<file path="config.mk">
export PLATFORM = sky130hd
export DESIGN_NAME = pipelined_cla_addsub_flat
export DESIGN_NICKNAME = d
export VERILOG_FILES = /design/src/rtl/pipelined_cla_addsub_if.sv /design/src/rtl/pipelined_cla_addsub.sv /design/src/flat_wrapper.sv
export SDC_FILE = /design/constraint.sdc
export NUM_CORES = 1
export LEC_CHECK = 0
export ABC_AREA = 1
export ABC_CLOCK_PERIOD_IN_PS = 3400
export CORE_ASPECT_RATIO = 2
export CORE_MARGIN = 2
export CORE_UTILIZATION = 55
export CTS_BUF_LIST = sky130_fd_sc_hd__clkbuf_8
export DETAILED_ROUTE_END_ITERATION = 10
export PLACE_DENSITY_LB_ADDON = 0.2
export SETUP_SLACK_MARGIN = 0.3
export SLEW_MARGIN = 10
export SYNTH_ARGS = -nofsm -noshare
export SYNTH_HDL_FRONTEND = slang
export SYNTH_SLANG_ARGS = --single-unit
</file>
<file path="constraint.sdc">
create_clock -name i_clk -period 3.4 [get_ports i_clk]
set_input_delay 0.51 -clock i_clk [delete_from_list [all_inputs] [get_ports i_clk]]
set_output_delay 0.51 -clock i_clk [all_outputs]
set_load 0.02 [all_outputs]
</file>
<file path="src/rtl/pipelined_cla_addsub_if.sv">
// pipelined_cla_addsub_if: operand/result stream bundle for the pipelined add/sub unit
interface pipelined_cla_addsub_if #(parameter int DATA_WIDTH = 16);
  logic                  i_valid;
  logic                  o_ready;
  logic [DATA_WIDTH-1:0] iv_a;
  logic [DATA_WIDTH-1:0] iv_b;
  logic                  i_cin;
  logic                  i_sub;
  logic                  o_valid;
  logic                  i_ready;
  logic [DATA_WIDTH-1:0] ov_sum;
  logic                  o_cout;
  logic                  o_ovf;
  modport slave (
    input  i_valid, iv_a, iv_b, i_cin, i_sub, i_ready,
    output o_ready, o_valid, ov_sum, o_cout, o_ovf
  );
  modport master (
    output i_valid, iv_a, iv_b, i_cin, i_sub, i_ready,
    input  o_ready, o_valid, ov_sum, o_cout, o_ovf
  );
endinterface

</file>
<file path="src/rtl/pipelined_cla_addsub.sv">
// pipelined_cla_addsub: carry-lookahead add/sub, one carry segment per pipeline stage
module pipelined_cla_addsub #(
  parameter int DATA_WIDTH = 16,
  parameter int NUM_STAGES = 4
) (
  input logic                 i_clk,
  input logic                 i_rst_n,
  pipelined_cla_addsub_if.slave bus
);
  localparam int N  = NUM_STAGES;
  localparam int SW = DATA_WIDTH / NUM_STAGES;

  // returns {carry into segment MSB, carry out, sum} using flattened lookahead terms
  function automatic logic [SW+1:0] cla(input logic [SW-1:0] a, input logic [SW-1:0] b, input logic ci);
    logic [SW-1:0] g, p;
    logic [SW:0]   c;
    logic          pp, acc;
    g = a & b;
    p = a ^ b;
    c = '0;
    c[0] = ci;
    for (int i = 0; i < SW; i++) begin
      pp  = 1'b1;
      acc = 1'b0;
      for (int j = i; j >= 0; j--) begin
        acc = acc | (pp & g[j]);
        pp  = pp & p[j];
      end
      c[i+1] = acc | (pp & ci);
    end
    return {c[SW-1], c[SW], p ^ c[SW-1:0]};
  endfunction

  logic [DATA_WIDTH-1:0] a_q [N];
  logic [DATA_WIDTH-1:0] b_q [N];
  logic [DATA_WIDTH-1:0] s_q [N];
  logic [DATA_WIDTH-1:0] a_x [N];
  logic [DATA_WIDTH-1:0] b_x [N];
  logic [DATA_WIDTH-1:0] s_x [N];
  logic [DATA_WIDTH-1:0] s_d [N];
  logic [N-1:0]          v_q, c_q, v_x, c_x, c_d, adv;
  logic                  ovf_q, ovf_d;
  logic [SW+1:0]         r;

  // stage inputs, per-segment CLA and the backpressure chain (free of self-loops)
  always_comb begin
    a_x[0] = bus.iv_a;
    b_x[0] = bus.i_sub ? ~bus.iv_b : bus.iv_b;
    c_x[0] = bus.i_sub ^ bus.i_cin;
    s_x[0] = '0;
    v_x[0] = bus.i_valid;
    for (int k = 1; k < N; k++) begin
      a_x[k] = a_q[k-1];
      b_x[k] = b_q[k-1];
      c_x[k] = c_q[k-1];
      s_x[k] = s_q[k-1];
      v_x[k] = v_q[k-1];
    end
    r = '0;
    for (int k = 0; k < N; k++) begin
      r                   = cla(a_x[k][k*SW +: SW], b_x[k][k*SW +: SW], c_x[k]);
      s_d[k]              = s_x[k];
      s_d[k][k*SW +: SW]  = r[SW-1:0];
      c_d[k]              = r[SW];
      adv[k]              = bus.i_ready | (|((~v_q) >> k));
    end
    ovf_d = r[SW+1] ^ r[SW];
  end

  // advance each stage when it or something downstream can move; data only on valid beats
  always_ff @(posedge i_clk) begin
    if (!i_rst_n) begin
      v_q   <= '0;
      c_q   <= '0;
      ovf_q <= 1'b0;
      for (int k = 0; k < N; k++) begin
        a_q[k] <= '0;
        b_q[k] <= '0;
        s_q[k] <= '0;
      end
    end else begin
      for (int k = 0; k < N; k++) begin
        if (adv[k]) begin
          v_q[k] <= v_x[k];
          if (v_x[k]) begin
            a_q[k] <= a_x[k];
            b_q[k] <= b_x[k];
            s_q[k] <= s_d[k];
            c_q[k] <= c_d[k];
          end
        end
      end
      if (adv[N-1] && v_x[N-1]) ovf_q <= ovf_d;
    end
  end

  assign bus.o_ready = adv[0];
  assign bus.o_valid = v_q[N-1];
  assign bus.ov_sum  = s_q[N-1];
  assign bus.o_cout  = c_q[N-1];
  assign bus.o_ovf   = ovf_q;
endmodule

</file>
<file path="src/flat_wrapper.sv">
// flat-port wrapper written by rule: the top's interface ports become plain ports
module pipelined_cla_addsub_flat 
#(
  parameter int DATA_WIDTH = 16,
  parameter int NUM_STAGES = 4
)
  (i_clk, i_rst_n, bus_i_valid, bus_iv_a, bus_iv_b, bus_i_cin, bus_i_sub, bus_i_ready, bus_o_ready, bus_o_valid, bus_ov_sum, bus_o_cout, bus_o_ovf);
  pipelined_cla_addsub_if #(.DATA_WIDTH(DATA_WIDTH)) bus_i ();
  input logic i_clk;
  input logic i_rst_n;
  input wire logic [$bits(bus_i.i_valid)-1:0] bus_i_valid;
  input wire logic [$bits(bus_i.iv_a)-1:0] bus_iv_a;
  input wire logic [$bits(bus_i.iv_b)-1:0] bus_iv_b;
  input wire logic [$bits(bus_i.i_cin)-1:0] bus_i_cin;
  input wire logic [$bits(bus_i.i_sub)-1:0] bus_i_sub;
  input wire logic [$bits(bus_i.i_ready)-1:0] bus_i_ready;
  output wire logic [$bits(bus_i.o_ready)-1:0] bus_o_ready;
  output wire logic [$bits(bus_i.o_valid)-1:0] bus_o_valid;
  output wire logic [$bits(bus_i.ov_sum)-1:0] bus_ov_sum;
  output wire logic [$bits(bus_i.o_cout)-1:0] bus_o_cout;
  output wire logic [$bits(bus_i.o_ovf)-1:0] bus_o_ovf;
  assign bus_i.i_valid = bus_i_valid;
  assign bus_i.iv_a = bus_iv_a;
  assign bus_i.iv_b = bus_iv_b;
  assign bus_i.i_cin = bus_i_cin;
  assign bus_i.i_sub = bus_i_sub;
  assign bus_i.i_ready = bus_i_ready;
  assign bus_o_ready = bus_i.o_ready;
  assign bus_o_valid = bus_i.o_valid;
  assign bus_ov_sum = bus_i.ov_sum;
  assign bus_o_cout = bus_i.o_cout;
  assign bus_o_ovf = bus_i.o_ovf;
  pipelined_cla_addsub #(.DATA_WIDTH(DATA_WIDTH), .NUM_STAGES(NUM_STAGES)) u_core (.i_clk(i_clk), .i_rst_n(i_rst_n), .bus(bus_i));
endmodule
</file>
==> results of run 1 <==
registers in the layout, summed over array words and instances (netlist names):
| register | flops |
|---|---|
| u_core.v_q | 4 |
| u_core.c_q | 4 |
| u_core.a_q | 24 |
| u_core.bus.o_ovf | 1 |
| u_core.s_q | 40 |
| u_core.b_q | 24 |
kinds of logic (layout without fill, tap and decap cells):
group	count (synthesis)	in the layout
buf+inv	103	167
xor+xnor	22	22
compound gates	26	26
flops	97	97
simple gates	176	176
fa+ha+maj	22	22
layout by cell type, fill, tap and decap left out, drive strengths merged:
cell type / instances
o211ai: 2
o21ai: 4
nor3: 2
nand4: 5
buf: 2
and3: 1
xnor2: 14
a21oi: 18
edfxtp: 88
clkbuf: 9
bufinv: 3
nor2: 97
clkinv: 2
inv: 93
o21a: 2
and2: 2
xor2: 8
clkdlybuf4s50: 57
nand3: 26
dfxtp: 9
ha: 18
or2: 1
fa: 4
clkinvlp: 1
nand2: 42
per-layer routing:
layer / up-vias / wire [µm]
li1: 1533 / -
met1: 1348 / 2400
met2: 77 / 4280
met3: 16 / 322
met4: 0 / 208
met5: - / 0
worst max-delay path, stage by stage:
cell	delay [ps]
clkdlybuf4s50_1	410
inv_1	90
nand3_2	100
nor2_2	140
nand2_2	100
clkdlybuf4s50_1	560
cell usage after synthesis, types with 2 or more instances:
library cell  count
o211ai_1          2
o21ai_0           4
buf_6             2
nor3_1            2
nand4_1           5
edfxtp_1         88
inv_2             2
buf_2             4
nand2_1          40
dfxtp_1           9
xnor2_1          14
xor2_1            8
nor2_2            2
o21a_1            2
nand3_1          24
a21oi_1          18
buf_4             3
nor2_1           93
and2_1            2
nor2_4            2
inv_1            90
ha_1             18
nand3_2           2
fa_1              4
metrics by stage:
| step | hold slack (ps) | setup WS, ps | instance area, µm² | util (%) |
|---|---|---|---|---|
| 2_1_floorplan | 468 | 1360 | 4640 | - |
| 3_3_place_gp | 458 | 750 | 5280 | 64.1 |
| 3_5_place_dp | 474 | 654 | 5280 | 64.1 |
| 4_1_cts | 487 | 971 | 5510 | 67.0 |
| 5_1_grt | 503 | 799 | 5510 | 67.0 |
| 6_report | 485 | 974 | 5510 | 67.0 |
area by class of cell:
class	instances	area share, %
flip-flops and latches	97	51.2
multi-input cells	246	25.3
repair buffers	59	10.6
inverters	93	6.42
clock buffers	9	2.25
well taps	98	2.22
clock inverters	6	1.95
power groups by stage:
stage | registers (W) | logic, W | clock network (W)
after floorplan | 0.00143 | 0.000188 | 0
after global placement | 0.00142 | 0.000286 | 0
after detailed placement | 0.00142 | 0.000300 | 0
after CTS | 0.00140 | 0.000302 | 0.000868
after global routing | 0.00141 | 0.000340 | 0.000909
final | 0.00140 | 0.000300 | 0.000851
worst max-delay path by stage:
stage / endpoint / slack, ps / depth (start not counted)
floorplan: u_core.s_q[0][3] / 1360 / 10
CTS: bus_o_ready / 970 / 6
detailed placement: u_core.s_q[0][2] / 650 / 9
global route: u_core.s_q[0][2] / 800 / 9
global placement: u_core.s_q[0][2] / 750 / 9
finish: bus_o_ready / 970 / 6
==> results.sh, run 1 <==
export IMPL_die_width_um=69.0
export IMPL_finalHoldViolCount=0
export IMPL_post_route_period_util_pct=71.3
export IMPL_synth_mux_area_share_pct=0
export IMPL_fillers=653
export IMPL_antenna_found_initial=0
export IMPL_syn_num_nets=506
export IMPL_postRouteAntennaNets=0
export IMPL_grt_busiest_layer="met2"
export IMPL_vias=2974
export IMPL_diodes=0
export IMPL_cp_start_kind="input pin"
export IMPL_ctsHoldBuffers=0
export IMPL_ys_seq_area_share_pct=60.8
export IMPL_intPower_w=0.00199
export IMPL_worst_pin_slew_ps=961
export IMPL_synth_area_leaders="edfxtp_1 57%, nor2_1 7.5%, inv_1 7.3%"
export IMPL_numClockSinks=97
export IMPL_slew_headroom_pct=35.8
export IMPL_worstHoldPathCells=2
export IMPL_cap_violations=0
export IMPL_synth_simple_area_share_pct=16.3
export IMPL_async_flop_share_pct=0
export IMPL_finalClockSkew_ps=7.87
export IMPL_grt_overflow_total=0
export IMPL_synth_top_family_by_area="simple AND/OR/NAND/NOR gates"
export IMPL_drv_slew=0
export IMPL_grt_use_met2_pct=33.9
export IMPL_vdd_ir_drop_worst_mv=0.244
export IMPL_synthesis_area_per_instance_um2=10.4
export IMPL_hp_start="u_core.bus.o_ovf"
export IMPL_end_kind="output pin"
export IMPL_crit_fanout=3
export IMPL_first_global_vias=2960
export IMPL_wire_per_inst_um=11.9
export IMPL_grt_usage_pct=17.5
export IMPL_clk_latency_ps=350
export IMPL_num_rows=47
export IMPL_use_met3_pct=4.61
export IMPL_rsz0062_at_grt="no"
export IMPL_die_h_um=134
export IMPL_cts_setup_buffers=0
export IMPL_synth_cell_area_um2=4640
export IMPL_area_delta_synth_final_pct=18.8
export IMPL_gp_congestion=0.722
export IMPL_finalPower_w=0.00255
export IMPL_cts_root_buf="clkbuf_8"
export IMPL_worstSetupPathType="input pin to output pin"
export IMPL_dp_hpwl_um=5580
export IMPL_switchingPower_w=0.000560
export IMPL_startpoint="bus_i_ready"
export IMPL_sw_frac_of_total_pct=22.0
export IMPL_placed_cells=593
export IMPL_power_frac_clock_pct=33.4
export IMPL_status="finished, final reports clean"
export IMPL_p_per_area_nw_per_um2=462
export IMPL_cts_tree="built"
export IMPL_whs_endpoint="u_core.bus.o_ovf"
export IMPL_p_seq_share_pct=54.8
export IMPL_regToRegSetupSlack_ps=1560
export IMPL_synth_ff_type="edfxtp_1"
export IMPL_synthAdderAreaFrac_pct=6.58
export IMPL_ff2ff_path_depth=5
export IMPL_r2r_start="u_core.v_q[3]"
export IMPL_drive_gt1_share_pct=5.69
export IMPL_grt_max_degree=29
export IMPL_global_route_usage_met1_pct=15.0
export IMPL_fin_cells=608
export IMPL_wl_um=7220
export IMPL_dieArea_um2=9240
export IMPL_finalSetupViolations=0
export IMPL_synth_edf_count=88
export IMPL_clockBufferDepth=2
export IMPL_cp_required_ps=2890
export IMPL_synth_top_area_share_pct=56.9
export IMPL_clock_fmax_mhz=412
export IMPL_yosysTopAreaCell="edfxtp_1"
export IMPL_multiInputGateArea_um2=1400
export IMPL_p_leak_nw=2.30
export IMPL_regArea_um2=2820
export IMPL_combinationalPowerShare_pct=11.8
export IMPL_postSynthCellCount=446
export IMPL_cts_resized=0
export IMPL_cts_buffers=9
export IMPL_yosys_warnings=0
export IMPL_fin_nets=566
export IMPL_port_buffers=57
export IMPL_drtPass1Iterations=4
export IMPL_clk_pin_slew_worst_paths_ps=80
export IMPL_r2r_end="u_core.a_q[0][28]"
export IMPL_synth_xor_area_share_pct=4.15
export IMPL_hold_path_class="register to register"
export IMPL_vias_per_cell=4.89
export IMPL_io_pins=58
export IMPL_synth_seq_cells=97
export IMPL_core_area_um2=8230
export IMPL_initial_core_util_pct=56.4
export IMPL_grt_pass1_wl_um=12000
export IMPL_synth_compound_area_share_pct=3.02
export IMPL_htreeDepth=3
export IMPL_detail_route_iter0_violations=123
export IMPL_crit_arrival_ps=1920
export IMPL_drc=0
export IMPL_final_setup_tns_ps=0
export IMPL_ys_types=30
export IMPL_fin_crit_ps=2430
(Power assumes the default switching activity.)
==> run 2, diff against run 1 <==
- ABC_CLOCK_PERIOD_IN_PS: 3400 -> 2180
- CORE_UTILIZATION: 55 -> 52
- clock period: 3.4 -> 2.18 ns (I/O delays scaled with it)
==> run 2 against run 1 <==
Compared with the run above: sequential power rose by 56%; total power increased by 55%; clock power rose by 49%; utilization is 2.2 points lower; flip-flop and latch count unchanged; global-route usage decreased by 1.8 points; clock skew grew 5.5 ps; critical endpoint is now u_core.s_q[0][2].
==> results.sh, run 2 (synthesis gave the netlist of run 1 again) <==
export IMPL_r2r_start="u_core.b_q[0][45]"
export IMPL_grt_overflow_total=0
export IMPL_ff2ff_path_depth=7
export IMPL_clockBufferDepth=2
export IMPL_slew_headroom_pct=69.4
export IMPL_worst_pin_slew_ps=457
export IMPL_wire_per_inst_um=11.5
export IMPL_finalClockSkew_ps=13.3
export IMPL_wl_um=7160
export IMPL_initial_core_util_pct=53.7
export IMPL_p_leak_nw=2.35
export IMPL_status="finished, final reports clean"
export IMPL_p_per_area_nw_per_um2=705
export IMPL_clk_pin_slew_worst_paths_ps=90
export IMPL_hold_path_class="register to register"
export IMPL_vdd_ir_drop_worst_mv=0.433
export IMPL_slowest_stage="clkdlybuf4s50_1"
export IMPL_regMostFlops="u_core.s_q"
export IMPL_pre_cts_ws_ps=-136
export IMPL_cp_required_ps=2300
export IMPL_drive_gt1_share_pct=8.06
export IMPL_startpoint="bus_iv_b[0]"
export IMPL_cts_buffers=9
export IMPL_cap_violations=0
export IMPL_crit_fanout=3
export IMPL_cp_slowest_stage_delay_ps=490
export IMPL_area_delta_synth_final_pct=20.6
export IMPL_core_area_um2=8650
export IMPL_clk_latency_ps=360
export IMPL_fin_nets=576
export IMPL_detail_route_iter0_violations=120
export IMPL_finalSetupViolations=0
export IMPL_io_pins=58
export IMPL_gp_congestion=0.736
export IMPL_drtPass1Iterations=4
export IMPL_die_width_um=70.8
export IMPL_diodes=0
export IMPL_num_rows=48
export IMPL_largest_register_ffs=40
export IMPL_numClockSinks=97
export IMPL_regToRegSetupSlack_ps=640
export IMPL_port_buffers=57
export IMPL_postRouteAntennaNets=0
export IMPL_first_global_vias=2931
export IMPL_worstSetupPathType="input pin to register"
export IMPL_clock_fmax_mhz=581
export IMPL_cts_tree="built"
export IMPL_layout_common_cells="93 x nor2_1, 90 x inv_1, 88 x edfxtp_1"
export IMPL_die_h_um=138
export IMPL_critPathCapture="u_core.s_q[0][2]"
export IMPL_post_route_period_util_pct=78.9
export IMPL_antenna_found_initial=0
export IMPL_layout_commonest_cell="nor2_1"
export IMPL_fin_crit_ps=1720
export IMPL_finalHoldViolCount=0
export IMPL_rsz0062_at_grt="no"
export IMPL_cts_root_buf="clkbuf_8"
export IMPL_end_kind="register"
export IMPL_crit_arrival_ps=1840
export IMPL_drc=0
export IMPL_dieArea_um2=9740
export IMPL_vias_per_cell=4.94
export IMPL_dp_hpwl_um=5600
export IMPL_ctsHoldBuffers=0
export IMPL_grt_max_degree=29
export IMPL_vias=3068
export IMPL_path_cells="clkdlybuf4s50_1 -> xnor2_2 -> inv_1 -> ha_1 -> nand2_1 -> o21ai_0 -> nand2_1 -> nand2_1 -> nor2_1"
export IMPL_r2r_end="u_core.bus.o_ovf"
export IMPL_worst_path_most_repeated_cell="nand2_1"
export IMPL_fin_util_pct=64.7
export IMPL_htreeDepth=3
export IMPL_largestRegisters="u_core.s_q (40), u_core.a_q (24), u_core.b_q (24)"
export IMPL_cp_start_kind="input pin"
export IMPL_setup_slack_ps=460
export IMPL_drv_slew=0
export IMPL_grt_pass1_wl_um=11900
export IMPL_final_setup_tns_ps=0
export IMPL_grt_usage_pct=15.8
export IMPL_finalPower_w=0.00394
[run 2: cell types whose count changed in the layout (fill, tap and decap cells not counted), moves of 2 or more]
cell	delta
clkinv_2	-2
clkdlybuf4s50_1	-2
inv_6	+2
buf_4	+9
[run 2: worst min-delay path by stage]
stage	slack, ps	cells past startpoint	startpoint	end
final	490	2	u_core.bus.o_ovf	u_core.bus.o_ovf
after global placement	460	2	u_core.c_q[3]	u_core.c_q[3]
after global routing	520	2	u_core.bus.o_ovf	u_core.bus.o_ovf
after detailed placement	490	2	u_core.bus.o_ovf	u_core.bus.o_ovf
after floorplan	470	2	u_core.v_q[1]	u_core.v_q[2]
after CTS	500	2	u_core.bus.o_ovf	u_core.bus.o_ovf
[run 2: through the flow]
stage	cells	area, µm²	hold slack, ps
3_5_place_dp	605	5370	485
2_1_floorplan	446	4640	468
3_3_place_gp	605	5370	458
6_report	621	5600	495
4_1_cts	621	5600	498
5_1_grt	621	5600	521
[run 2: repair_timing]
action | CTS | global route
cloned | 0 | 0
setup buffers | 0 | 0
gates resized for setup | 3 | 2
setup endpoints to repair | 3 | 1
[run 2: final cells by class]
type / instances / area, µm²
Clock buffer: 9 / 124
Inverter: 93 / 354
Sequential cell: 97 / 2820
Clock inverter: 7 / 101
Fill cell: 705 / 3050
Multi-Input combinational cell: 246 / 1400
Tap cell: 100 / 125
Timing Repair Buffer: 69 / 667
[run 2: worst max-delay path, delay by kind of cell]
family | cells | cell delay (ps)
AO/OA/AOI/OAI | 1 | 250
XOR/XNOR | 1 | 120
adder cells (fa/ha/maj) | 1 | 320
buffers and inverters | 2 | 570
AND/OR/NAND/NOR | 4 | 240
[run 2: per-layer routing]
metal,up-vias,wire [µm],global-route usage (%),share of wire [%]
met2,82,4280,32.7,60
li1,1561,-,-,-
met1,1412,2440,13.3,34
met5,-,0,0,0
met3,13,276,3.44,3.9
met4,0,170,7.55,2.4
[run 2: power breakdown]
group          leakage [nW]  switching, W  internal, W
Sequential             1.02     0.0000348      0.00214
Combinational          1.22      0.000270     0.000224
Clock                 0.106      0.000619     0.000655
==> run 3, diff against run 2 <==
- ABC_CLOCK_PERIOD_IN_PS: 2180 -> 1480
- clock period: 2.18 -> 1.48 ns (I/O delays scaled with it)
==> run 3 against run 2 <==
Compared with the run above: the run now ends with negative setup slack left; final area is 35% higher; register-to-register slack worse by 670 ps; clock power is 21% higher; setup slack worse by 490 ps; clock skew is 0.58 ps lower; critical endpoint is now u_core.s_q[2][1]; largest power group unchanged; highest routed layer unchanged.
==> results.sh, run 3 (synthesis gave the netlist of run 1 again) <==
export IMPL_die_width_um=70.8
export IMPL_htreeDepth=3
export IMPL_wl_um=15300
export IMPL_grt_max_degree=16
export IMPL_regMostFlops="u_core.s_q"
export IMPL_fin_nets=644
export IMPL_cp_start_kind="register"
export IMPL_status="finished, violations left"
export IMPL_core_area_um2=8650
export IMPL_setup_slack_ps=-32.8
export IMPL_detail_route_iter0_violations=275
export IMPL_postRouteAntennaNets=0
export IMPL_drive_gt1_share_pct=52.5
export IMPL_fin_util_pct=87.3
export IMPL_initial_core_util_pct=53.7
export IMPL_multiInputGateArea_um2=2720
export IMPL_clockBufferDepth=2
export IMPL_numClockSinks=97
export IMPL_whs_ps=416
export IMPL_end_kind="register"
export IMPL_area_delta_synth_final_pct=62.6
export IMPL_drtPass1Iterations=5
export IMPL_vias=3880
export IMPL_cp_required_ps=1710
export IMPL_worstHoldPathCells=3
export IMPL_diodes=0
export IMPL_ctsHoldBuffers=0
export IMPL_final_setup_tns_ps=-159
export IMPL_crit_arrival_ps=1740
export IMPL_wire_per_inst_um=22.2
export IMPL_fillers=380
export IMPL_die_h_um=138
export IMPL_fin_crit_ps=1510
export IMPL_hold_path_class="input pin to register"
export IMPL_largest_register_ffs=40
export IMPL_drv_slew=0
export IMPL_gp_congestion=0.740
export IMPL_num_rows=48
export IMPL_cap_violations=0
export IMPL_port_buffers=57
export IMPL_regArea_um2=2840
export IMPL_clk_latency_ps=370
export IMPL_largestRegisters="u_core.s_q (40), u_core.a_q (24), u_core.b_q (24)"
export IMPL_p_per_area_nw_per_um2=826
export IMPL_regToRegSetupSlack_ps=-30
export IMPL_clock_fmax_mhz=661
export IMPL_finalSetupViolations=10
export IMPL_post_route_period_util_pct=102
export IMPL_worstSetupPathType="register to register"
export IMPL_grt_overflow_total=0
export IMPL_layout_common_cells="88 x edfxtp_1, 77 x inv_1, 68 x nor2_4"
export IMPL_p_leak_nw=2.90
export IMPL_layout_commonest_cell="edfxtp_1"
export IMPL_finalClockSkew_ps=12.8
export IMPL_rsz0062_at_grt="yes"
export IMPL_dp_hpwl_um=6180
export IMPL_worst_pin_slew_ps=363
export IMPL_grt_usage_pct=23.3
export IMPL_clk_pin_slew_worst_paths_ps=100
export IMPL_finalHoldViolCount=0
export IMPL_dieArea_um2=9740
export IMPL_violations="negative setup slack"
export IMPL_io_pins=58
export IMPL_vdd_ir_drop_worst_mv=0.793
export IMPL_vias_per_cell=5.63
export IMPL_crit_fanout=4
export IMPL_grt_pass1_wl_um=17000
export IMPL_drc=0
export IMPL_ff2ff_path_depth=9
export IMPL_first_global_vias=3724
export IMPL_antenna_found_initial=0
export IMPL_cts_buffers=9
export IMPL_cts_root_buf="clkbuf_8"
export IMPL_slew_headroom_pct=75.8
export IMPL_cts_tree="built"
-- run 3: worst paths after layout --
| path | endpoint | from |
|---|---|---|
| hold / removal | u_core.v_q[0] | i_rst_n |
| setup reg to reg | u_core.s_q[2][1] | u_core.v_q[3] |
| setup / recovery | u_core.s_q[2][1] | u_core.v_q[3] |
| hold reg to reg | u_core.c_q[3] | u_core.c_q[3] |
-- run 3: routing by layer --
metal	global-route usage (%)	part of all wire [%]	up-vias	wire (µm)
met5	0	0	-	0
met4	15.6	8.4	0	1290
met3	4.68	4.3	84	654
met2	47.6	60	220	9140
met1	18.5	28	1871	4250
li1	-	-	1705	-
-- run 3: power breakdown --
group	switching, W	leakage [nW]	total [W]	internal (W)
sequential	0.0000880	1.02	0.00324	0.00316
clock	0.000946	0.0799	0.00154	0.000592
combinational	0.000822	1.80	0.00145	0.000632
total	0.00186	2.90	0.00624	0.00438
-- run 3: worst max-delay path, cell delays in order (launching register included) --
cell      delay [ps]
dfxtp_4          370
nand3_4           80
buf_6            110
buf_6             90
nand2_4           60
nor2_4           170
clkinv_4         120
buf_12           140
buf_16           140
nor2_4            90
-- run 3: timing repair --
action,CTS,global route
setup buffers,20,20
endpoints found under the setup margin,196,185
resized for setup,180,225
gates cloned,12,7
pin swaps,44,32
-- run 3: through the flow --
stage	area, µm²	setup slack [ps]	total power (W)	instances
final	7550	-32.8	0.00624	689
after CTS	6420	62.3	0.00575	662
after detailed placement	5640	-692	0.00409	614
after floorplan	4870	-158	0.00379	446
after global routing	7550	-71.3	0.00640	689
after global placement	5640	-614	0.00404	614
-- run 3: final cells by class --
class / instances / area share, %
Clock inverter: 7 / 0.497
Timing Repair inverter: 3 / 0.647
Clock buffer: 9 / 1.64
Multi-Input combinational cell: 256 / 36.1
Tap cell: 100 / 1.66
Inverter: 93 / 5.02
Sequential cell: 97 / 37.6
Timing Repair Buffer: 124 / 16.9
